[src/rtl/decode_pkg.sv]
// Shared MIPS decode definitions: opcode/func codes, ALU op codes and the
// decoded-instruction record carried through the decode queue.
package decode_pkg;

  localparam logic [5:0] OPC_SPECIAL  = 6'h00;
  localparam logic [5:0] OPC_J        = 6'h02;
  localparam logic [5:0] OPC_JAL      = 6'h03;
  localparam logic [5:0] OPC_BEQ      = 6'h04;
  localparam logic [5:0] OPC_BNE      = 6'h05;
  localparam logic [5:0] OPC_BGTZ     = 6'h07;
  localparam logic [5:0] OPC_ADDI     = 6'h08;
  localparam logic [5:0] OPC_ADDIU    = 6'h09;
  localparam logic [5:0] OPC_SLTI     = 6'h0A;
  localparam logic [5:0] OPC_SLTIU    = 6'h0B;
  localparam logic [5:0] OPC_ORI      = 6'h0D;
  localparam logic [5:0] OPC_XORI     = 6'h0E;
  localparam logic [5:0] OPC_LUI      = 6'h0F;
  localparam logic [5:0] OPC_SPECIAL2 = 6'h1C;
  localparam logic [5:0] OPC_LB       = 6'h20;
  localparam logic [5:0] OPC_LW       = 6'h23;
  localparam logic [5:0] OPC_LBU      = 6'h24;
  localparam logic [5:0] OPC_SB       = 6'h28;
  localparam logic [5:0] OPC_SW       = 6'h2B;

  localparam logic [5:0] FN_SLL   = 6'h00;
  localparam logic [5:0] FN_MUL   = 6'h02; // SPECIAL2 space
  localparam logic [5:0] FN_SRL   = 6'h02;
  localparam logic [5:0] FN_SRA   = 6'h03;
  localparam logic [5:0] FN_SLLV  = 6'h04;
  localparam logic [5:0] FN_SRLV  = 6'h06;
  localparam logic [5:0] FN_SRAV  = 6'h07;
  localparam logic [5:0] FN_JR    = 6'h08;
  localparam logic [5:0] FN_JALR  = 6'h09;
  localparam logic [5:0] FN_MFHI  = 6'h10;
  localparam logic [5:0] FN_MFLO  = 6'h12;
  localparam logic [5:0] FN_MULT  = 6'h18;
  localparam logic [5:0] FN_MULTU = 6'h19;
  localparam logic [5:0] FN_DIV   = 6'h1A;
  localparam logic [5:0] FN_DIVU  = 6'h1B;
  localparam logic [5:0] FN_ADD   = 6'h20;
  localparam logic [5:0] FN_ADDU  = 6'h21;
  localparam logic [5:0] FN_SUB   = 6'h22;
  localparam logic [5:0] FN_SUBU  = 6'h23;
  localparam logic [5:0] FN_AND   = 6'h24;
  localparam logic [5:0] FN_OR    = 6'h25;
  localparam logic [5:0] FN_XOR   = 6'h26;
  localparam logic [5:0] FN_NOR   = 6'h27;
  localparam logic [5:0] FN_SLT   = 6'h2A;
  localparam logic [5:0] FN_SLTU  = 6'h2B;

  typedef enum logic [5:0] {
    OP_NOP, OP_ADD, OP_ADDU, OP_SUB, OP_SUBU, OP_AND, OP_OR, OP_XOR, OP_NOR,
    OP_SLT, OP_SLTU, OP_SLL, OP_SRL, OP_SRA, OP_SLLV, OP_SRLV, OP_SRAV,
    OP_LUI, OP_LW, OP_LB, OP_LBU, OP_SW, OP_SB, OP_BEQ, OP_BNE, OP_BGTZ,
    OP_J, OP_JAL, OP_JR, OP_JALR, OP_MULT, OP_MULTU, OP_DIV, OP_DIVU,
    OP_MFHI, OP_MFLO, OP_MUL
  } alu_op_e;

  typedef struct packed {
    logic [5:0]  opcode;
    logic [4:0]  rs;
    logic [4:0]  rt;
    logic [4:0]  rd;
    logic [4:0]  sa;
    logic [5:0]  func;
    logic [31:0] imm_ext;
    logic [31:0] target;
    alu_op_e     alu_op;
    logic        illegal;
    logic [31:0] pc;
    logic [31:0] insn;
  } decoded_t;

endpackage

[src/rtl/decode_stage_logic.sv]
// Purely combinational MIPS decoder: insn/pc -> decoded_t record.
module decode_logic
  import decode_pkg::*;
#(
  parameter int EN_MULDIV = 1
) (
  input  logic [31:0] insn,
  input  logic [31:0] pc,
  output decoded_t    dec
);

  logic [5:0]  op, fn;
  logic [4:0]  rs, rt, rd;
  logic [31:0] sext, pc4, br_tgt, j_tgt;
  logic        legal;

  assign op     = insn[31:26];
  assign fn     = insn[5:0];
  assign rs     = insn[25:21];
  assign rt     = insn[20:16];
  assign rd     = insn[15:11];
  assign sext   = {{16{insn[15]}}, insn[15:0]};
  assign pc4    = pc + 32'd4;
  assign br_tgt = pc4 + {sext[29:0], 2'b00};
  assign j_tgt  = {pc4[31:28], insn[25:0], 2'b00};

  // Field extraction and op selection; unused register fields stay 0.
  always_comb begin
    dec        = '0;
    dec.pc     = pc;
    dec.insn   = insn;
    dec.opcode = op;
    dec.alu_op = OP_NOP;
    legal      = 1'b1;
    case (op)
      OPC_SPECIAL: begin
        dec.func = fn;
        dec.rs   = rs;
        dec.rt   = rt;
        dec.rd   = rd;
        case (fn)
          FN_SLL:   begin dec.rs = '0; dec.sa = insn[10:6]; dec.alu_op = OP_SLL; end
          FN_SRL:   begin dec.rs = '0; dec.sa = insn[10:6]; dec.alu_op = OP_SRL; end
          FN_SRA:   begin dec.rs = '0; dec.sa = insn[10:6]; dec.alu_op = OP_SRA; end
          FN_SLLV:  dec.alu_op = OP_SLLV;
          FN_SRLV:  dec.alu_op = OP_SRLV;
          FN_SRAV:  dec.alu_op = OP_SRAV;
          FN_JR:    begin dec.rt = '0; dec.rd = '0; dec.alu_op = OP_JR; end
          FN_JALR:  begin dec.rt = '0; dec.alu_op = OP_JALR; end
          FN_MFHI:  begin dec.rs = '0; dec.rt = '0; dec.alu_op = OP_MFHI; legal = (EN_MULDIV != 0); end
          FN_MFLO:  begin dec.rs = '0; dec.rt = '0; dec.alu_op = OP_MFLO; legal = (EN_MULDIV != 0); end
          FN_MULT:  begin dec.rd = '0; dec.alu_op = OP_MULT;  legal = (EN_MULDIV != 0); end
          FN_MULTU: begin dec.rd = '0; dec.alu_op = OP_MULTU; legal = (EN_MULDIV != 0); end
          FN_DIV:   begin dec.rd = '0; dec.alu_op = OP_DIV;   legal = (EN_MULDIV != 0); end
          FN_DIVU:  begin dec.rd = '0; dec.alu_op = OP_DIVU;  legal = (EN_MULDIV != 0); end
          FN_ADD:   dec.alu_op = OP_ADD;
          FN_ADDU:  dec.alu_op = OP_ADDU;
          FN_SUB:   dec.alu_op = OP_SUB;
          FN_SUBU:  dec.alu_op = OP_SUBU;
          FN_AND:   dec.alu_op = OP_AND;
          FN_OR:    dec.alu_op = OP_OR;
          FN_XOR:   dec.alu_op = OP_XOR;
          FN_NOR:   dec.alu_op = OP_NOR;
          FN_SLT:   dec.alu_op = OP_SLT;
          FN_SLTU:  dec.alu_op = OP_SLTU;
          default:  legal = 1'b0;
        endcase
      end
      OPC_SPECIAL2: begin
        // MUL is presented to execute as an R-type op
        dec.opcode = '0;
        dec.func   = fn;
        dec.rs     = rs;
        dec.rt     = rt;
        dec.rd     = rd;
        dec.alu_op = OP_MUL;
        legal      = (fn == FN_MUL) && (EN_MULDIV != 0);
      end
      OPC_J:    begin dec.imm_ext = {6'b0, insn[25:0]}; dec.target = j_tgt; dec.alu_op = OP_J; end
      OPC_JAL:  begin dec.imm_ext = {6'b0, insn[25:0]}; dec.target = j_tgt; dec.rd = 5'd31; dec.alu_op = OP_JAL; end
      OPC_BEQ:  begin dec.rs = rs; dec.rt = rt; dec.imm_ext = sext; dec.target = br_tgt; dec.alu_op = OP_BEQ; end
      OPC_BNE:  begin dec.rs = rs; dec.rt = rt; dec.imm_ext = sext; dec.target = br_tgt; dec.alu_op = OP_BNE; end
      OPC_BGTZ: begin dec.rs = rs; dec.imm_ext = sext; dec.target = br_tgt; dec.alu_op = OP_BGTZ; end
      OPC_ADDI:  begin dec.rs = rs; dec.rt = rt; dec.rd = rt; dec.imm_ext = sext; dec.alu_op = OP_ADD; end
      OPC_ADDIU: begin dec.rs = rs; dec.rt = rt; dec.rd = rt; dec.imm_ext = sext; dec.alu_op = OP_ADDU; end
      OPC_SLTI:  begin dec.rs = rs; dec.rt = rt; dec.rd = rt; dec.imm_ext = sext; dec.alu_op = OP_SLT; end
      OPC_SLTIU: begin dec.rs = rs; dec.rt = rt; dec.rd = rt; dec.imm_ext = sext; dec.alu_op = OP_SLTU; end
      OPC_ORI:   begin dec.rs = rs; dec.rt = rt; dec.rd = rt; dec.imm_ext = {16'h0, insn[15:0]}; dec.alu_op = OP_OR; end
      OPC_XORI:  begin dec.rs = rs; dec.rt = rt; dec.rd = rt; dec.imm_ext = {16'h0, insn[15:0]}; dec.alu_op = OP_XOR; end
      OPC_LUI:   begin dec.rt = rt; dec.rd = rt; dec.imm_ext = {insn[15:0], 16'h0}; dec.alu_op = OP_LUI; end
      OPC_LW:    begin dec.rs = rs; dec.rt = rt; dec.rd = rt; dec.imm_ext = sext; dec.alu_op = OP_LW; end
      OPC_LB:    begin dec.rs = rs; dec.rt = rt; dec.rd = rt; dec.imm_ext = sext; dec.alu_op = OP_LB; end
      OPC_LBU:   begin dec.rs = rs; dec.rt = rt; dec.rd = rt; dec.imm_ext = sext; dec.alu_op = OP_LBU; end
      OPC_SW:    begin dec.rs = rs; dec.rt = rt; dec.imm_ext = sext; dec.alu_op = OP_SW; end
      OPC_SB:    begin dec.rs = rs; dec.rt = rt; dec.imm_ext = sext; dec.alu_op = OP_SB; end
      default:   legal = 1'b0;
    endcase
    // The all-zero word is the canonical NOP, not a shift
    if (insn == 32'h0) dec.alu_op = OP_NOP;
    // Illegal entries keep pc/insn/opcode for the trap path, nothing else
    if (!legal) begin
      dec         = '0;
      dec.pc      = pc;
      dec.insn    = insn;
      dec.opcode  = op;
      dec.alu_op  = OP_NOP;
      dec.illegal = 1'b1;
    end
  end

endmodule

[src/rtl/decode_stage.sv]
// Decode stage: combinational decode into a DEPTH-entry circular queue with
// valid/ready handshake on both sides and a flush that empties the queue.
module decode_stage
  import decode_pkg::*;
#(
  parameter int DEPTH     = 2,
  parameter int ALUOP_W   = 6,
  parameter int EN_MULDIV = 1
) (
  input  logic               clock,
  input  logic               reset_n,
  input  logic               flush,
  input  logic               in_valid,
  output logic               in_ready,
  input  logic [31:0]        insn,
  input  logic [31:0]        pc,
  output logic               out_valid,
  input  logic               out_ready,
  output logic [5:0]         opcode_out,
  output logic [4:0]         rs_out,
  output logic [4:0]         rt_out,
  output logic [4:0]         rd_out,
  output logic [4:0]         sa_out,
  output logic [5:0]         func_out,
  output logic [31:0]        imm_ext_out,
  output logic [31:0]        target_out,
  output logic [ALUOP_W-1:0] alu_op,
  output logic               illegal_out,
  output logic [31:0]        pc_out,
  output logic [31:0]        insn_out
);

  localparam int AW = (DEPTH > 1) ? $clog2(DEPTH) : 1;
  localparam int CW = AW + 1;

  decoded_t                dec, head, last_q;
  decoded_t [DEPTH-1:0]    mem;
  logic [AW-1:0]           wr_ptr, rd_ptr;
  logic [CW-1:0]           count;
  logic                    push, pop;

  decode_logic #(.EN_MULDIV(EN_MULDIV)) u_dec (
    .insn (insn),
    .pc   (pc),
    .dec  (dec)
  );

  assign in_ready  = (count < CW'(DEPTH));
  assign out_valid = (count != '0);
  assign push      = in_valid & in_ready & ~flush;
  assign pop       = out_valid & out_ready & ~flush;

  // Queue storage; contents are only observed while count covers them
  always_ff @(posedge clock) begin
    if (push) mem[wr_ptr] <= dec;
  end

  // Pointers, occupancy and the last-popped record shown when empty
  always_ff @(posedge clock or negedge reset_n) begin
    if (!reset_n) begin
      wr_ptr <= '0;
      rd_ptr <= '0;
      count  <= '0;
      last_q <= '0;
    end else if (flush) begin
      wr_ptr <= '0;
      rd_ptr <= '0;
      count  <= '0;
    end else begin
      if (push) wr_ptr <= wr_ptr + AW'(1);
      if (pop) begin
        rd_ptr <= rd_ptr + AW'(1);
        last_q <= mem[rd_ptr];
      end
      case ({push, pop})
        2'b10:   count <= count + CW'(1);
        2'b01:   count <= count - CW'(1);
        default: count <= count;
      endcase
    end
  end

  assign head        = out_valid ? mem[rd_ptr] : last_q;
  assign opcode_out  = head.opcode;
  assign rs_out      = head.rs;
  assign rt_out      = head.rt;
  assign rd_out      = head.rd;
  assign sa_out      = head.sa;
  assign func_out    = head.func;
  assign imm_ext_out = head.imm_ext;
  assign target_out  = head.target;
  assign alu_op      = ALUOP_W'(head.alu_op);
  assign illegal_out = head.illegal;
  assign pc_out      = head.pc;
  assign insn_out    = head.insn;

endmodule

[config.mk]
export PLATFORM = sky130hd
export DESIGN_NAME = decode_stage
export DESIGN_NICKNAME = d
export VERILOG_FILES = /design/src/rtl/decode_pkg.sv /design/src/rtl/decode_stage_logic.sv /design/src/rtl/decode_stage.sv
export SDC_FILE = /design/constraint.sdc
export NUM_CORES = 1
export LEC_CHECK = 0
export BUFFER_PORTS_ARGS = -buffer_cell sky130_fd_sc_hd__buf_2
export CORE_MARGIN = 1.5
export CORE_UTILIZATION = 45
export CTS_CLUSTER_SIZE = 20
export DETAILED_ROUTE_END_ITERATION = 7
export PLACE_DENSITY = 0.77
export SLEW_MARGIN = 10
export SYNTH_ARGS = -nofsm -noshare
export SYNTH_HDL_FRONTEND = slang
export SYNTH_HIERARCHICAL = 1
export SYNTH_SLANG_ARGS = --single-unit
export TNS_END_PERCENT = 50
[constraint.sdc]
create_clock -name clock -period 14.55 [get_ports clock]
set_input_delay 1.455 -clock clock [delete_from_list [all_inputs] [get_ports clock]]
set_output_delay 1.455 -clock clock [all_outputs]
set_load 0.01 [all_outputs]
## Word-level counts from Yosys, hierarchy flattened

Index checks and enable logic that the tools add are counted.

- Reductions and logical operators: 23
- Bitwise logic cells: 5
- Eq/ne operators: 43
- Multiplexer cells: 30
- Magnitude comparators: 4
- $add $sub $neg: 6

Operator list:

| operator | number |
|---|---|
| 167-bit 2-to-1 mux | 5 |
| 334-bit bitwise mux | 1 |
| 167-bit demux with 1-bit select | 1 |
| 6-bit one-hot mux with 24 select lines | 1 |
| 32-bit one-hot mux with 4 select lines | 1 |
| 6-bit one-hot mux with 19 select lines | 1 |
| 6-bit equality test, second input constant | 15 |
| 32-bit one-hot mux with 2 select lines | 1 |
| 6-bit by 4-bit equality test with 1-bit output, second input constant | 9 |
| 6-bit by 5-bit equality test with 1-bit output, second input constant | 7 |
| 6-bit by 3-bit equality test with 1-bit output, second input constant | 6 |
| 32-bit by 3-bit adder with 32-bit output, second input constant | 1 |
| 32-bit adder | 1 |
| 32-bit zero test | 1 |
| 15-bit OR reduction | 2 |
| 5-bit 2-to-1 mux | 5 |
| 6-bit by 2-bit equality test with 1-bit output, second input constant | 4 |
| 24-bit OR reduction | 1 |
| 5-bit one-hot mux with 2 select lines | 2 |
| 5-bit one-hot mux with 4 select lines | 1 |
| 6-bit 2-to-1 mux | 3 |
| 17-bit OR reduction | 1 |
| 6-bit zero test | 2 |
| 12-bit OR reduction | 1 |
| 23 further kinds | 38 |

- Register bits: 505
- Bits of input ports: 69
- Logic and storage cells: 150
- Output and inout port bits: 169

## Logic depth before layout (Yosys ltp)

Gate-level depths: netlist (run 1).

- Depth in word-level cells: 6
- Depth in mapped cells: 16
- Depth with buffers taken out: 15

## Cells and area by module

The synthesis (run 1) kept the hierarchy.

By module, submodules not included:

| module | area an instance (um^2) | cells an instance | times used | sequential area each (um^2) |
|---|---|---|---|---|
| decode_stage | 20661.1 | 1489 | 1 | 14308.7 |
| decode_logic | 4928.5 | 766 | 1 | 0.0 |

## Worst setup path after synthesis (run 1)

No wires, ideal clock.

- Kind: input -> register
- Start point: input flush
- End point: register mem[167] (netlist bit), enable pin
- Required time: 13617 ps
- Slack: -422 ps
- Library setup time: 933 ps
- Stages: 4
- Buffers on the path: 3
- Arrival: 14039 ps
- Cell sequence: buf_2 -> buf_6 -> clkbuf_1 -> nor3b_1

- Cells in the longest elaborated chain, start to end: 2

RTL lines:

| item | line | source |
|---|---|---|
| start: declaration | decode_stage.sv:12 | `input logic flush,` |
| 1-bit NOT (no line) | n/a |  |
| 1-bit bitwise AND | decode_stage.sv:50 | `assign push = in_valid & in_ready & ~flush;` |
| end signal: indexed assignment | decode_stage.sv:55 | `if (push) mem[wr_ptr] <= dec;` |
| end: declaration | decode_stage.sv:37 | `decoded_t [DEPTH-1:0] mem;` |

Every way passes these cells.
A chain may end at the register's enable or synchronous reset.

## Final worst setup path (run 1)

- Start point: register count[1]
- End point: output imm_ext_out[21]

- Cells in the longest elaborated chain, start to end: 2

RTL lines:

| item | line | source |
|---|---|---|
| start: declaration | decode_stage.sv:39 | `logic [CW-1:0] count;` |
| start signal: assignment | decode_stage.sv:76 | `2'b10: count <= count + CW'(1);` |
| start signal: assignment | decode_stage.sv:77 | `2'b01: count <= count - CW'(1);` |
| start signal: assignment | decode_stage.sv:78 | `default: count <= count;` |
| 2-bit nonzero test | decode_stage.sv:49 | `assign out_valid = (count != '0);` |
| 167-bit 2-to-1 mux | decode_stage.sv:83 | `assign head = out_valid ? mem[rd_ptr] : last_q;` |
| end: declaration | decode_stage.sv:25 | `output logic [31:0] imm_ext_out,` |

Every way passes these cells.

==> run_summary.xml, run 1 <==
<?xml version="1.0" encoding="UTF-8"?>
<metrics>
  <group name="worst_setup_path">
    <metric name="timing.critical_path.to_type" unit="">output pin</metric>
    <metric name="critical_path_required" unit="ps">13100</metric>
    <metric name="crit_path_start_kind" unit="">flip-flop</metric>
    <metric name="timing_worst_setup_path_type" unit="">flip-flop to output pin</metric>
    <metric name="timing.critical_path.fanout_max" unit="">92</metric>
    <metric name="slowest_delay" unit="ps">860</metric>
    <metric name="critical_path.most_common_cell" unit="">buf_4</metric>
    <metric name="cpMaxStageDelayCell" unit="">buf_4</metric>
    <metric name="worst-endpoint-arrival" unit="ps">4150</metric>
    <metric name="path_cells" unit="">or2_4 &gt; buf_4 &gt; buf_4 &gt; nor2_1 &gt; a21oi_1 &gt; buf_2</metric>
  </group>
  <group name="clock_tree">
    <metric name="tritoncts" unit="">built</metric>
    <metric name="cts.htree.levels" unit="">2</metric>
    <metric name="clk-insertion-delay-late" unit="ps">600</metric>
    <metric name="tritoncts.num_buffers" unit="">53</metric>
    <metric name="cts_post_setup_buffers_inserted" unit="">0</metric>
    <metric name="cts_sinks" unit="">505</metric>
    <metric name="cts-hold-fix-buffers" unit="">0</metric>
    <metric name="post_cts_resized" unit="">0</metric>
    <metric name="max-clock-path-buffers" unit="">3</metric>
    <metric name="clkSlewWorstSetupHoldPaths" unit="ps">60</metric>
    <metric name="clock-root-buffer" unit="">clkbuf_16</metric>
  </group>
  <group name="routing">
    <metric name="final_antenna_net_count" unit="">0</metric>
    <metric name="violation_count_after_the_first_detailed_route_iteration" unit="">1717</metric>
    <metric name="drcViolationCount" unit="">0</metric>
    <metric name="via_count" unit="">18300</metric>
    <metric name="routed_via_density" unit="">5.86</metric>
    <metric name="drt_first_pass_iters" unit="">5</metric>
    <metric name="route.detailed.wl_per_inst" unit="um">22.3</metric>
    <metric name="wirelength" unit="mm">69.7</metric>
  </group>
  <group name="place">
    <metric name="gpl.final_weighted_congestion" unit="">0.925</metric>
    <metric name="place.port_buffers" unit="">237</metric>
    <metric name="place_worst_setup_slack" unit="ps">9380</metric>
    <metric name="dp.cells" unit="">3021</metric>
    <metric name="dp.final_hpwl" unit="mm">44.8</metric>
  </group>
  <group name="synth">
    <metric name="seq_area_frac_synth" unit="%">55.9</metric>
    <metric name="synth_cell_types" unit="">82</metric>
    <metric name="yosys_most_used_dff" unit="">edfxtp_1</metric>
    <metric name="synth_nets" unit="">2361</metric>
    <metric name="netlist_instances" unit="">2255</metric>
    <metric name="yosys_warn_count" unit="">6</metric>
    <metric name="synth_seq_cells" unit="">505</metric>
    <metric name="syn-mean-instance-area" unit="sq um">11.3</metric>
    <metric name="async_reset_ff_share" unit="%">33.9</metric>
    <metric name="yosysTopAreaCell" unit="">edfxtp_1</metric>
    <metric name="mappedNetlistArea" unit="sq um">25600</metric>
    <metric name="synth_top_area_share" unit="%">39.2</metric>
    <metric name="leading_post_synthesis_cells_by_cell_area" unit="">edfxtp_1 39%, dfrtp_1 17%, mux2i_1 6.8%, o31ai_1 4.7%, o21ai_0 4.2%</metric>
    <metric name="synth_enable_flop_cells" unit="">334</metric>
  </group>
  <group name="global_route">
    <metric name="globalRouteTotalUtil" unit="%">23.4</metric>
    <metric name="grt_antenna_before_repair" unit="">9</metric>
    <metric name="grt_start_max_net_pins" unit="">168</metric>
    <metric name="grt-ovfl-total" unit="">0</metric>
    <metric name="grt_pass1_vias" unit="">17200</metric>
    <metric name="grt_first_pass_wirelength" unit="mm">103</metric>
  </group>
  <group name="timing">
    <metric name="worst_slew_pin_slew" unit="ps">1160</metric>
    <metric name="finalSetupViolCount" unit="">0</metric>
    <metric name="slew_viol_final" unit="">0</metric>
    <metric name="holdWs" unit="ps">507</metric>
    <metric name="slew_headroom" unit="%">22.1</metric>
    <metric name="tns" unit="ps">0</metric>
    <metric name="max_clock_freq" unit="GHz">0.178</metric>
    <metric name="fin_skew" unit="ps">22.0</metric>
    <metric name="period_share" unit="%">38.5</metric>
    <metric name="clock_period_minus_worst_slack" unit="ps">5610</metric>
    <metric name="unrepaired_setup_endpoints_after_global_routing" unit="">false</metric>
    <metric name="post-route-worst-setup-slack" unit="ps">8940</metric>
    <metric name="finalHoldViolations" unit="">0</metric>
  </group>
  <group name="floorplanning">
    <metric name="core.rowCount" unit="">87</metric>
    <metric name="boundaryPins" unit="">238</metric>
    <metric name="die_width" unit="um">241</metric>
    <metric name="die-area" unit="sq um">58300</metric>
    <metric name="die_h" unit="um">241</metric>
    <metric name="start_util" unit="%">45.5</metric>
    <metric name="core-area" unit="sq um">56300</metric>
  </group>
  <group name="power">
    <metric name="cellPowerDensity" unit="nW/um^2">140</metric>
    <metric name="post-layout-total-power" unit="mW">3.95</metric>
    <metric name="vdd_drop_max" unit="mV">0.0881</metric>
    <metric name="cellLeakagePower" unit="nW">10.3</metric>
  </group>
  <group name="finish">
    <metric name="finish.cell_count_without_fillers" unit="">3122</metric>
    <metric name="mostFrequentLayoutCells" unit="">334 x edfxtp_1, 235 x buf_2, 226 x nor2_1, 216 x o21ai_0, 179 x a21oi_1</metric>
    <metric name="layout.filler_cells" unit="">4972</metric>
    <metric name="layout.cells.most_common" unit="">edfxtp_1</metric>
    <metric name="layout_cells_sized_above_1" unit="%">17.5</metric>
    <metric name="areaGrowthSynthToFinish" unit="%">10.3</metric>
    <metric name="num-nets-final" unit="">2426</metric>
  </group>
  <group name="hold_path">
    <metric name="hp-class" unit="">flip-flop to flip-flop</metric>
  </group>
  <group name="status">
    <metric name="run_status" unit="">complete, no violations</metric>
  </group>
  <group name="run">
    <metric name="drv_cap" unit="">0</metric>
  </group>
</metrics>
## logic make-up (layout without fill, tap and decap cells)
family / Yosys count / in the layout / share of synthesized area, %
AO/OA/AOI/OAI: 729 / 729 / 18.2
flip-flops: 505 / 505 / 55.9
AND/OR/NAND/NOR: 480 / 480 / 8.91
buffers and inverters: 274 / 384 / 6.38
multiplexers: 175 / 175 / 6.85
XOR/XNOR: 55 / 55 / 1.88
adder cells (fa/ha/maj): 37 / 37 / 1.84
other: 0 / 1 / 0
## cell usage after synthesis (all sizes together), types with 11 or more instances
| master | n |
|---|---|
| and3 | 15 |
| inv | 29 |
| o21ai | 224 |
| dfrtp | 171 |
| nand4 | 19 |
| a21o | 23 |
| nand3 | 21 |
| a21oi | 219 |
| nand2b | 13 |
| o31ai | 168 |
| edfxtp | 334 |
| mux2i | 174 |
| nor3 | 19 |
| buf | 161 |
| nor2b | 12 |
| xnor2 | 36 |
| and2 | 37 |
| nor2 | 229 |
| nand2 | 76 |
| o211ai | 11 |
| clkbuf | 84 |
| ha | 36 |
| xor2 | 19 |
## area by class of cell
cell class / instances / area [sq um] / share of cell area [%]
diodes: 1 / 2.50 / 0.00886
clock buffers: 79 / 1560 / 5.52
clock inverters: 21 / 243 / 0.860
inverters: 29 / 109 / 0.386
multi-input cells: 1476 / 9690 / 34.3
flip-flops and latches: 505 / 14300 / 50.7
well taps: 756 / 946 / 3.35
repair buffers: 255 / 1370 / 4.84
## where the power goes
part,switching [mW],internal (mW)
sequential,0.0737,1.70
combinational,0.503,0.287
clock,0.560,0.830
total,1.14,2.81
## sequential cells by signal, indices dropped and copies added (netlist names)
name,flops
last_q,167
mem,334
wr_ptr,1
count,2
rd_ptr,1
## critical path: cells and delay by family, from the launching register on
family | cells | cell delay (ps)
compound gates | 1 | 350
simple gates | 2 | 730
flops | 1 | 460
buf+inv | 3 | 1910
## stage by stage
stage / area [sq um] / utilization (%)
after floorplan: 25600 / -
after global placement: 26400 / 47.0
after detailed placement: 26400 / 47.0
after CTS: 28200 / 50.2
after global routing: 28200 / 50.2
final: 28200 / 50.2
## layer usage
metal | global-route usage, % | vias to the layer above | part of all wire [%]
li1 | - | 8479 | -
met1 | 31.5 | 8947 | 41
met2 | 38.0 | 702 | 48
met3 | 3.89 | 152 | 6.9
met4 | 9.11 | 8 | 3.9
met5 | 0 | - | 0.073
## worst paths after layout
check	slack (ps)	depth (start not counted)	end	start
worst max-delay path	8940	6	imm_ext_out[21]	count[1]$_DFFE_PN0P_
worst min register to register	510	2	last_q[153]$_DFFE_PN0P_	last_q[153]$_DFFE_PN0P_
worst min-delay path	510	2	last_q[153]$_DFFE_PN0P_	last_q[153]$_DFFE_PN0P_
min in group asynchronous	910	1	last_q[143]$_DFFE_PN0P_	reset_n
max in group asynchronous	12320	2	last_q[23]$_DFFE_PN0P_	reset_n
worst max register to register	11060	5	last_q[76]$_DFFE_PN0P_	count[1]$_DFFE_PN0P_
Power figures use the tool's default switching activity.
==> run 2: changes to the inputs <==
--- a/config.mk
+++ b/config.mk
@@ -10,7 +10,7 @@
 export CORE_UTILIZATION = 45
 export CTS_CLUSTER_SIZE = 20
 export DETAILED_ROUTE_END_ITERATION = 7
-export PLACE_DENSITY = 0.77
+export PLACE_DENSITY = 0.74
 export SLEW_MARGIN = 10
 export SYNTH_ARGS = -nofsm -noshare
 export SYNTH_HDL_FRONTEND = slang
==> constraint.sdc (replaced) <==
create_clock -name clock -period 5.4 [get_ports clock]
set_input_delay 0.54 -clock clock [delete_from_list [all_inputs] [get_ports clock]]
set_output_delay 0.54 -clock clock [all_outputs]
set_load 0.01 [all_outputs]
==> run_summary.xml, run 2 (synthesis results as in run 1) <==
<?xml version="1.0" encoding="UTF-8"?>
<metrics>
  <group name="routing">
    <metric name="drt_first_pass_iters" unit="">6</metric>
    <metric name="routed_via_density" unit="">5.88</metric>
    <metric name="wirelength" unit="mm">70.3</metric>
    <metric name="route.detailed.wl_per_inst" unit="um">22.5</metric>
    <metric name="drcViolationCount" unit="">0</metric>
    <metric name="final_antenna_net_count" unit="">0</metric>
    <metric name="via_count" unit="">18400</metric>
    <metric name="violation_count_after_the_first_detailed_route_iteration" unit="">2010</metric>
  </group>
  <group name="floorplanning">
    <metric name="die_h" unit="um">241</metric>
    <metric name="die-area" unit="sq um">58300</metric>
    <metric name="core-area" unit="sq um">56300</metric>
    <metric name="die_width" unit="um">241</metric>
    <metric name="boundaryPins" unit="">238</metric>
    <metric name="start_util" unit="%">45.5</metric>
    <metric name="core.rowCount" unit="">87</metric>
  </group>
  <group name="clock_tree">
    <metric name="tritoncts.num_buffers" unit="">54</metric>
    <metric name="cts.htree.levels" unit="">2</metric>
    <metric name="cts_post_setup_buffers_inserted" unit="">0</metric>
    <metric name="clkSlewWorstSetupHoldPaths" unit="ps">60</metric>
    <metric name="max-clock-path-buffers" unit="">3</metric>
    <metric name="clock-root-buffer" unit="">clkbuf_16</metric>
    <metric name="cts-hold-fix-buffers" unit="">0</metric>
    <metric name="cts_sinks" unit="">505</metric>
    <metric name="post_cts_resized" unit="">0</metric>
    <metric name="clk-insertion-delay-late" unit="ps">610</metric>
    <metric name="tritoncts" unit="">built</metric>
  </group>
  <group name="timing">
    <metric name="holdWs" unit="ps">-26.8</metric>
    <metric name="fin_skew" unit="ps">26.3</metric>
    <metric name="max_clock_freq" unit="GHz">0.257</metric>
    <metric name="clock_period_minus_worst_slack" unit="ps">3890</metric>
    <metric name="finalSetupViolCount" unit="">0</metric>
    <metric name="worst_slew_pin_slew" unit="ps">1200</metric>
    <metric name="slew_viol_final" unit="">0</metric>
    <metric name="period_share" unit="%">72.0</metric>
    <metric name="unrepaired_setup_endpoints_after_global_routing" unit="">false</metric>
    <metric name="tns" unit="ps">0</metric>
    <metric name="slew_headroom" unit="%">19.7</metric>
    <metric name="finalHoldViolations" unit="">5</metric>
  </group>
  <group name="finish">
    <metric name="finalCoreUtilization" unit="%">50.2</metric>
    <metric name="layout.filler_cells" unit="">4994</metric>
    <metric name="register_area" unit="sq um">14300</metric>
    <metric name="layout_cells_sized_above_1" unit="%">17.4</metric>
    <metric name="reg_top3" unit="">mem (334), last_q (167), count (2)</metric>
    <metric name="areaGrowthSynthToFinish" unit="%">10.5</metric>
    <metric name="mostFrequentLayoutCells" unit="">334 x edfxtp_1, 235 x buf_2, 226 x nor2_1, 216 x o21ai_0, 179 x a21oi_1</metric>
    <metric name="max_reg_flops" unit="">334</metric>
    <metric name="largest_register" unit="">mem</metric>
    <metric name="area_taken_by_multi_input_logic_gates" unit="sq um">9700</metric>
    <metric name="layout.cells.most_common" unit="">edfxtp_1</metric>
    <metric name="finish.cell_count_without_fillers" unit="">3127</metric>
    <metric name="num-nets-final" unit="">2430</metric>
    <metric name="finalInstanceArea" unit="sq um">28300</metric>
  </group>
  <group name="place">
    <metric name="place.port_buffers" unit="">237</metric>
    <metric name="dp.cells" unit="">3024</metric>
    <metric name="detailed_place.area" unit="sq um">26500</metric>
    <metric name="dp.final_hpwl" unit="mm">45.4</metric>
    <metric name="gpl.final_weighted_congestion" unit="">0.905</metric>
  </group>
  <group name="worst_setup_path">
    <metric name="worst-endpoint-arrival" unit="ps">4230</metric>
    <metric name="crit_path_start_kind" unit="">primary input</metric>
    <metric name="timing.critical_path.to_type" unit="">flip-flop</metric>
    <metric name="timing_worst_setup_path_type" unit="">primary input to flip-flop</metric>
    <metric name="critical_path_required" unit="ps">5740</metric>
    <metric name="timing.critical_path.fanout_max" unit="">9</metric>
  </group>
  <group name="power">
    <metric name="combinational_share_of_power" unit="%">20.5</metric>
    <metric name="switching_share" unit="%">29.3</metric>
    <metric name="cellInternalPower" unit="mW">7.43</metric>
    <metric name="post-layout-total-power" unit="mW">10.5</metric>
    <metric name="vdd_drop_max" unit="mV">0.254</metric>
    <metric name="seq_power_share" unit="%">45.3</metric>
    <metric name="cellLeakagePower" unit="nW">10.3</metric>
    <metric name="p_sw" unit="mW">3.08</metric>
    <metric name="clk_network_pwr_share" unit="%">34.2</metric>
    <metric name="cellPowerDensity" unit="nW/um^2">372</metric>
  </group>
  <group name="global_route">
    <metric name="grt-ovfl-total" unit="">0</metric>
    <metric name="grt_first_pass_wirelength" unit="mm">104</metric>
    <metric name="grt_antenna_before_repair" unit="">5</metric>
    <metric name="grt_pass1_vias" unit="">17300</metric>
    <metric name="globalRouteTotalUtil" unit="%">23.7</metric>
    <metric name="grt_start_max_net_pins" unit="">201</metric>
  </group>
  <group name="hold_path">
    <metric name="hp-class" unit="">primary input to asynchronous set/reset pin</metric>
  </group>
  <group name="run">
    <metric name="drv_cap" unit="">0</metric>
  </group>
  <group name="status">
    <metric name="run_status" unit="">complete, but fails checks</metric>
    <metric name="failed_checks" unit="">negative hold slack</metric>
  </group>
</metrics>
[run 2: power by group through the flow]
stage                     clock (mW)  combinational (mW)  sequential [mW]
after floorplan                    0                1.45             4.79
after global placement             0                2.11             4.81
after detailed placement           0                2.16             4.84
after CTS                       3.67                2.17             4.77
after global routing            3.80                2.37             4.82
final                           3.59                2.15             4.77
[run 2: worst max-delay path, stage by stage]
cell,delay (ps)
buf_2,150
and4_1,290
and2_1,200
and3_1,310
nand2_1,160
nor3_1,260
xor2_1,130
ha_1,440
nand4_1,200
nor4_1,450
o311ai_0,220
a211oi_1,320
o32a_2,240
mux2i_1,190
o211ai_1,120
[run 2: per-stage QoR]
| step | hold slack [ps] | worst slack [ps] |
|---|---|---|
| final | -26.8 | 1510 |
| after detailed placement | 498 | 1060 |
| after floorplan | 244 | -206 |
| after global routing | 26.3 | 1310 |
| after global placement | 491 | 1160 |
| after CTS | 4.97 | 1680 |
[run 2: metal layers]
| metal | vias to the layer above | wire length (um) | GRT usage, % | part of all wire (%) |
|---|---|---|---|---|
| li1 | 8475 | - | - | - |
| met3 | 114 | 4650 | 3.87 | 6.6 |
| met1 | 9093 | 28900 | 31.6 | 41 |
| met2 | 688 | 34900 | 39.8 | 50 |
| met5 | - | 39 | 0 | 0.055 |
| met4 | 6 | 1790 | 6.93 | 2.5 |
[run 2: worst paths after layout]
| kind | startpoint | end | slack [ps] | cells after the start |
|---|---|---|---|---|
| min | reset_n | last_q[152]$_DFFE_PN0P_ | -30 | 1 |
| min reg2reg | last_q[20]$_DFFE_PN0P_ | last_q[20]$_DFFE_PN0P_ | 510 | 2 |
| max in group asynchronous | reset_n | last_q[70]$_DFFE_PN0P_ | 4300 | 2 |
| max reg2reg | count[1]$_DFFE_PN0P_ | mem[224]$_DFFE_PP_ | 2850 | 4 |
| min in group clock | pc[7] | mem[39]$_DFFE_PP_ | 160 | 1 |
| max | pc[4] | mem[269]$_DFFE_PP_ | 1510 | 15 |
[run 2: layout make-up]
class | instances | share of cell area (%)
diodes | 2 | 0.0177
clock buffers | 81 | 5.47
clock inverters | 20 | 0.628
inverters | 29 | 0.385
multi-input cells | 1476 | 34.3
flip-flops and latches | 505 | 50.6
well taps | 756 | 3.35
repair buffers | 258 | 5.22
==> run 3: changes to the inputs <==
--- a/config.mk
+++ b/config.mk
@@ -5,12 +5,13 @@
 export SDC_FILE = /design/constraint.sdc
 export NUM_CORES = 1
 export LEC_CHECK = 0
+export ABC_AREA = 1
 export BUFFER_PORTS_ARGS = -buffer_cell sky130_fd_sc_hd__buf_2
 export CORE_MARGIN = 1.5
 export CORE_UTILIZATION = 45
 export CTS_CLUSTER_SIZE = 20
 export DETAILED_ROUTE_END_ITERATION = 7
-export PLACE_DENSITY = 0.74
+export PLACE_DENSITY = 0.77
 export SLEW_MARGIN = 10
 export SYNTH_ARGS = -nofsm -noshare
 export SYNTH_HDL_FRONTEND = slang
==> constraint.sdc (replaced) <==
create_clock -name clock -period 3.4 [get_ports clock]
set_input_delay 0.34 -clock clock [delete_from_list [all_inputs] [get_ports clock]]
set_output_delay 0.34 -clock clock [all_outputs]
set_load 0.01 [all_outputs]
==> run_summary.xml, run 3 <==
<?xml version="1.0" encoding="UTF-8"?>
<metrics>
  <group name="synth">
    <metric name="synth_enable_flop_cells" unit="">334</metric>
    <metric name="netlist_instances" unit="">3017</metric>
    <metric name="mappedNetlistArea" unit="sq um">25700</metric>
    <metric name="seq_area_frac_synth" unit="%">55.7</metric>
    <metric name="synth_nets" unit="">3123</metric>
    <metric name="synth.top_cells.by_count" unit="">1176 x nand2_1, 334 x edfxtp_1, 333 x o21ai_0, 307 x inv_1, 171 x dfrtp_1</metric>
    <metric name="syn-mean-instance-area" unit="sq um">8.51</metric>
    <metric name="yosys_most_used_dff" unit="">edfxtp_1</metric>
    <metric name="yosys.cell_count.top_type" unit="">nand2_1</metric>
    <metric name="async_reset_ff_share" unit="%">33.9</metric>
    <metric name="synth_top_area_share" unit="%">39.1</metric>
    <metric name="yosys_warn_count" unit="">6</metric>
    <metric name="synth_seq_cells" unit="">505</metric>
    <metric name="leading_post_synthesis_cells_by_cell_area" unit="">edfxtp_1 39%, nand2_1 17%, dfrtp_1 17%, o21ai_0 6.5%, inv_1 4.5%</metric>
    <metric name="synth_cell_types" unit="">49</metric>
    <metric name="yosysTopAreaCell" unit="">edfxtp_1</metric>
  </group>
  <group name="timing">
    <metric name="slew_headroom" unit="%">29.3</metric>
    <metric name="period_share" unit="%">93.3</metric>
    <metric name="max_clock_freq" unit="GHz">0.315</metric>
    <metric name="holdWs" unit="ps">27.6</metric>
    <metric name="clock_period_minus_worst_slack" unit="ps">3170</metric>
    <metric name="unrepaired_setup_endpoints_after_global_routing" unit="">false</metric>
    <metric name="worst_slew_pin_slew" unit="ps">1060</metric>
    <metric name="fin_skew" unit="ps">14.4</metric>
    <metric name="slew_viol_final" unit="">0</metric>
    <metric name="finalSetupViolCount" unit="">0</metric>
    <metric name="finalHoldViolations" unit="">0</metric>
  </group>
  <group name="worst_setup_path">
    <metric name="crit_path_start_kind" unit="">primary input</metric>
    <metric name="worst-endpoint-arrival" unit="ps">3510</metric>
    <metric name="slowest_delay" unit="ps">540</metric>
    <metric name="path_cells" unit="">dlygate4sd3_1 &gt; buf_2 &gt; nand3_1 &gt; inv_1 &gt; nand4_1 &gt; nor2_4 &gt; buf_4 &gt; xnor2_1 &gt; inv_1 &gt; ha_1 &gt; nand2_1 &gt; nor2_2 &gt; nand2_1 &gt; a21oi_1 &gt; nor3_1 &gt; o21ai_0</metric>
    <metric name="regToRegStartpoint" unit="">count[0]$_DFFE_PN0P_</metric>
    <metric name="crit_path_start" unit="">pc[2]</metric>
    <metric name="timing.critical_path.to_type" unit="">flip-flop</metric>
    <metric name="timing_worst_setup_path_type" unit="">primary input to flip-flop</metric>
    <metric name="cpMaxStageDelayCell" unit="">dlygate4sd3_1</metric>
    <metric name="critical_path_required" unit="ps">3740</metric>
    <metric name="critical_path.top_delay_family" unit="">simple AND/OR/NAND/NOR gates</metric>
    <metric name="crit_buf_inv" unit="">5</metric>
    <metric name="timing.critical_path.fanout_max" unit="">7</metric>
  </group>
  <group name="finish">
    <metric name="layout_cells_sized_above_1" unit="%">13.2</metric>
    <metric name="num-nets-final" unit="">3290</metric>
    <metric name="largest_register" unit="">mem</metric>
    <metric name="areaGrowthSynthToFinish" unit="%">14.1</metric>
    <metric name="layout.filler_cells" unit="">5143</metric>
    <metric name="max_reg_flops" unit="">334</metric>
    <metric name="layout.cells.most_common" unit="">nand2_1</metric>
    <metric name="mostFrequentLayoutCells" unit="">1174 x nand2_1, 334 x edfxtp_1, 333 x o21ai_0, 306 x inv_1, 236 x buf_2</metric>
    <metric name="reg_top3" unit="">mem (334), last_q (167), count (2)</metric>
  </group>
  <group name="global_route">
    <metric name="grt_start_max_net_pins" unit="">168</metric>
    <metric name="grt-ovfl-total" unit="">0</metric>
    <metric name="grt_first_pass_wirelength" unit="mm">109</metric>
    <metric name="grt_antenna_before_repair" unit="">8</metric>
    <metric name="globalRouteTotalUtil" unit="%">23.9</metric>
    <metric name="grt_pass1_vias" unit="">19100</metric>
  </group>
  <group name="place">
    <metric name="gpl.final_weighted_congestion" unit="">0.949</metric>
    <metric name="dp.final_hpwl" unit="mm">49.7</metric>
    <metric name="place.port_buffers" unit="">237</metric>
  </group>
  <group name="clock_tree">
    <metric name="max-clock-path-buffers" unit="">3</metric>
    <metric name="clock-root-buffer" unit="">clkbuf_16</metric>
    <metric name="tritoncts" unit="">built</metric>
    <metric name="cts.htree.levels" unit="">2</metric>
    <metric name="cts_sinks" unit="">505</metric>
    <metric name="tritoncts.num_buffers" unit="">53</metric>
    <metric name="clk-insertion-delay-late" unit="ps">600</metric>
    <metric name="clkSlewWorstSetupHoldPaths" unit="ps">60</metric>
  </group>
  <group name="routing">
    <metric name="routed_via_density" unit="">5.15</metric>
    <metric name="wirelength" unit="mm">70.3</metric>
    <metric name="violation_count_after_the_first_detailed_route_iteration" unit="">2036</metric>
    <metric name="drt_first_pass_iters" unit="">5</metric>
    <metric name="drcViolationCount" unit="">0</metric>
    <metric name="route.detailed.wl_per_inst" unit="um">17.6</metric>
    <metric name="via_count" unit="">20500</metric>
    <metric name="final_antenna_net_count" unit="">0</metric>
  </group>
  <group name="floorplanning">
    <metric name="die-area" unit="sq um">58500</metric>
    <metric name="core-area" unit="sq um">56400</metric>
    <metric name="start_util" unit="%">45.5</metric>
    <metric name="boundaryPins" unit="">238</metric>
    <metric name="die_width" unit="um">242</metric>
    <metric name="core.rowCount" unit="">87</metric>
    <metric name="die_h" unit="um">242</metric>
  </group>
  <group name="run">
    <metric name="drv_cap" unit="">0</metric>
  </group>
  <group name="hold_path">
    <metric name="hp-class" unit="">primary input to flip-flop</metric>
    <metric name="timing.hold.worst.start" unit="">pc[15]</metric>
  </group>
  <group name="status">
    <metric name="run_status" unit="">complete, no violations</metric>
  </group>
  <group name="power">
    <metric name="cellPowerDensity" unit="nW/um^2">708</metric>
    <metric name="vdd_drop_max" unit="mV">0.440</metric>
    <metric name="cellLeakagePower" unit="nW">13.4</metric>
    <metric name="post-layout-total-power" unit="mW">20.8</metric>
  </group>
</metrics>
-- run 3: layout make-up --
type	instances	area, sq um	area share (%)
clock inverter	27	323	1.10
multi-input combinational	2004	9090	31.0
antenna	2	5.00	0.0171
inverter	318	1200	4.10
clock buffer	73	1540	5.24
tap	756	946	3.23
timing repair buffer	302	1880	6.43
sequential	505	14300	48.8
-- run 3: path summary, 6_finish.rpt --
check	end	slack, ps	cells after the start
worst min register to register	last_q[101]$_DFFE_PN0P_	510	2
min in group asynchronous	last_q[19]$_DFFE_PN0P_	320	2
worst max register to register	last_q[39]$_DFFE_PN0P_	980	7
worst min-delay path	mem[47]$_DFFE_PP_	30	1
max in group asynchronous	last_q[52]$_DFFE_PN0P_	2300	3
worst max-delay path	mem[255]$_DFFE_PP_	230	16
-- run 3: kinds of logic after synthesis --
group	Yosys count	synth area share (%)
DFF	505	55.7
buffers and inverters	508	9.23
adders and majority gates	37	1.83
xor gates and xnor gates	26	0.887
and+or+nand+nor	1495	23.2
AOI/OAI and AO/OA	446	9.10
-- run 3: where the power goes --
group          internal (mW)  leakage [nW]  switching (mW)  total, mW
Clock                   3.63         0.904            2.42       6.05
Combinational           2.04          7.10            4.52       6.57
Sequential              7.83          5.42           0.309       8.14
Total                   13.5          13.4            7.25       20.8
-- run 3: what timing repair did --
action | in CTS | in global routing
hold buffers | 20 | 0
setup endpoints to repair | 0 | 24
buffers inserted | 0 | 1
gates resized for setup | 0 | 14
endpoints found under the hold margin | 106 | 0
-- run 3: worst register-to-register path, stage by stage, from the launching register on --
cell	delay (ps)
dfrtp_1	430
inv_2	90
nand2_8	340
nand2_2	210
nor2_8	580
buf_12	390
nand2_1	160
o21ai_0	110
-- run 3: per-stage QoR --
step / cells / cell area, sq um / setup TNS [ps] / utilization [%] / setup slack, ps
finish: 3987 / 29300 / 0 / 52.0 / 228
global route: 3985 / 29300 / 0 / 52.0 / 2.78
CTS: 3984 / 29200 / 0 / 51.9 / 73.7
detailed placement: 3864 / 27200 / 0 / 48.2 / 28.1
global placement: 3864 / 27200 / 0 / 48.2 / 87.0
floorplan: 3017 / 25700 / -52120 / - / -218
-- run 3: per-layer routing --
metal | share of wire (%) | routed length, um | global-route usage [%]
met4 | 3.4 | 2390 | 8.25
met1 | 41 | 28800 | 30.9
met5 | 0.063 | 44 | 0
met3 | 7.2 | 5030 | 4.41
met2 | 48 | 34000 | 40.2
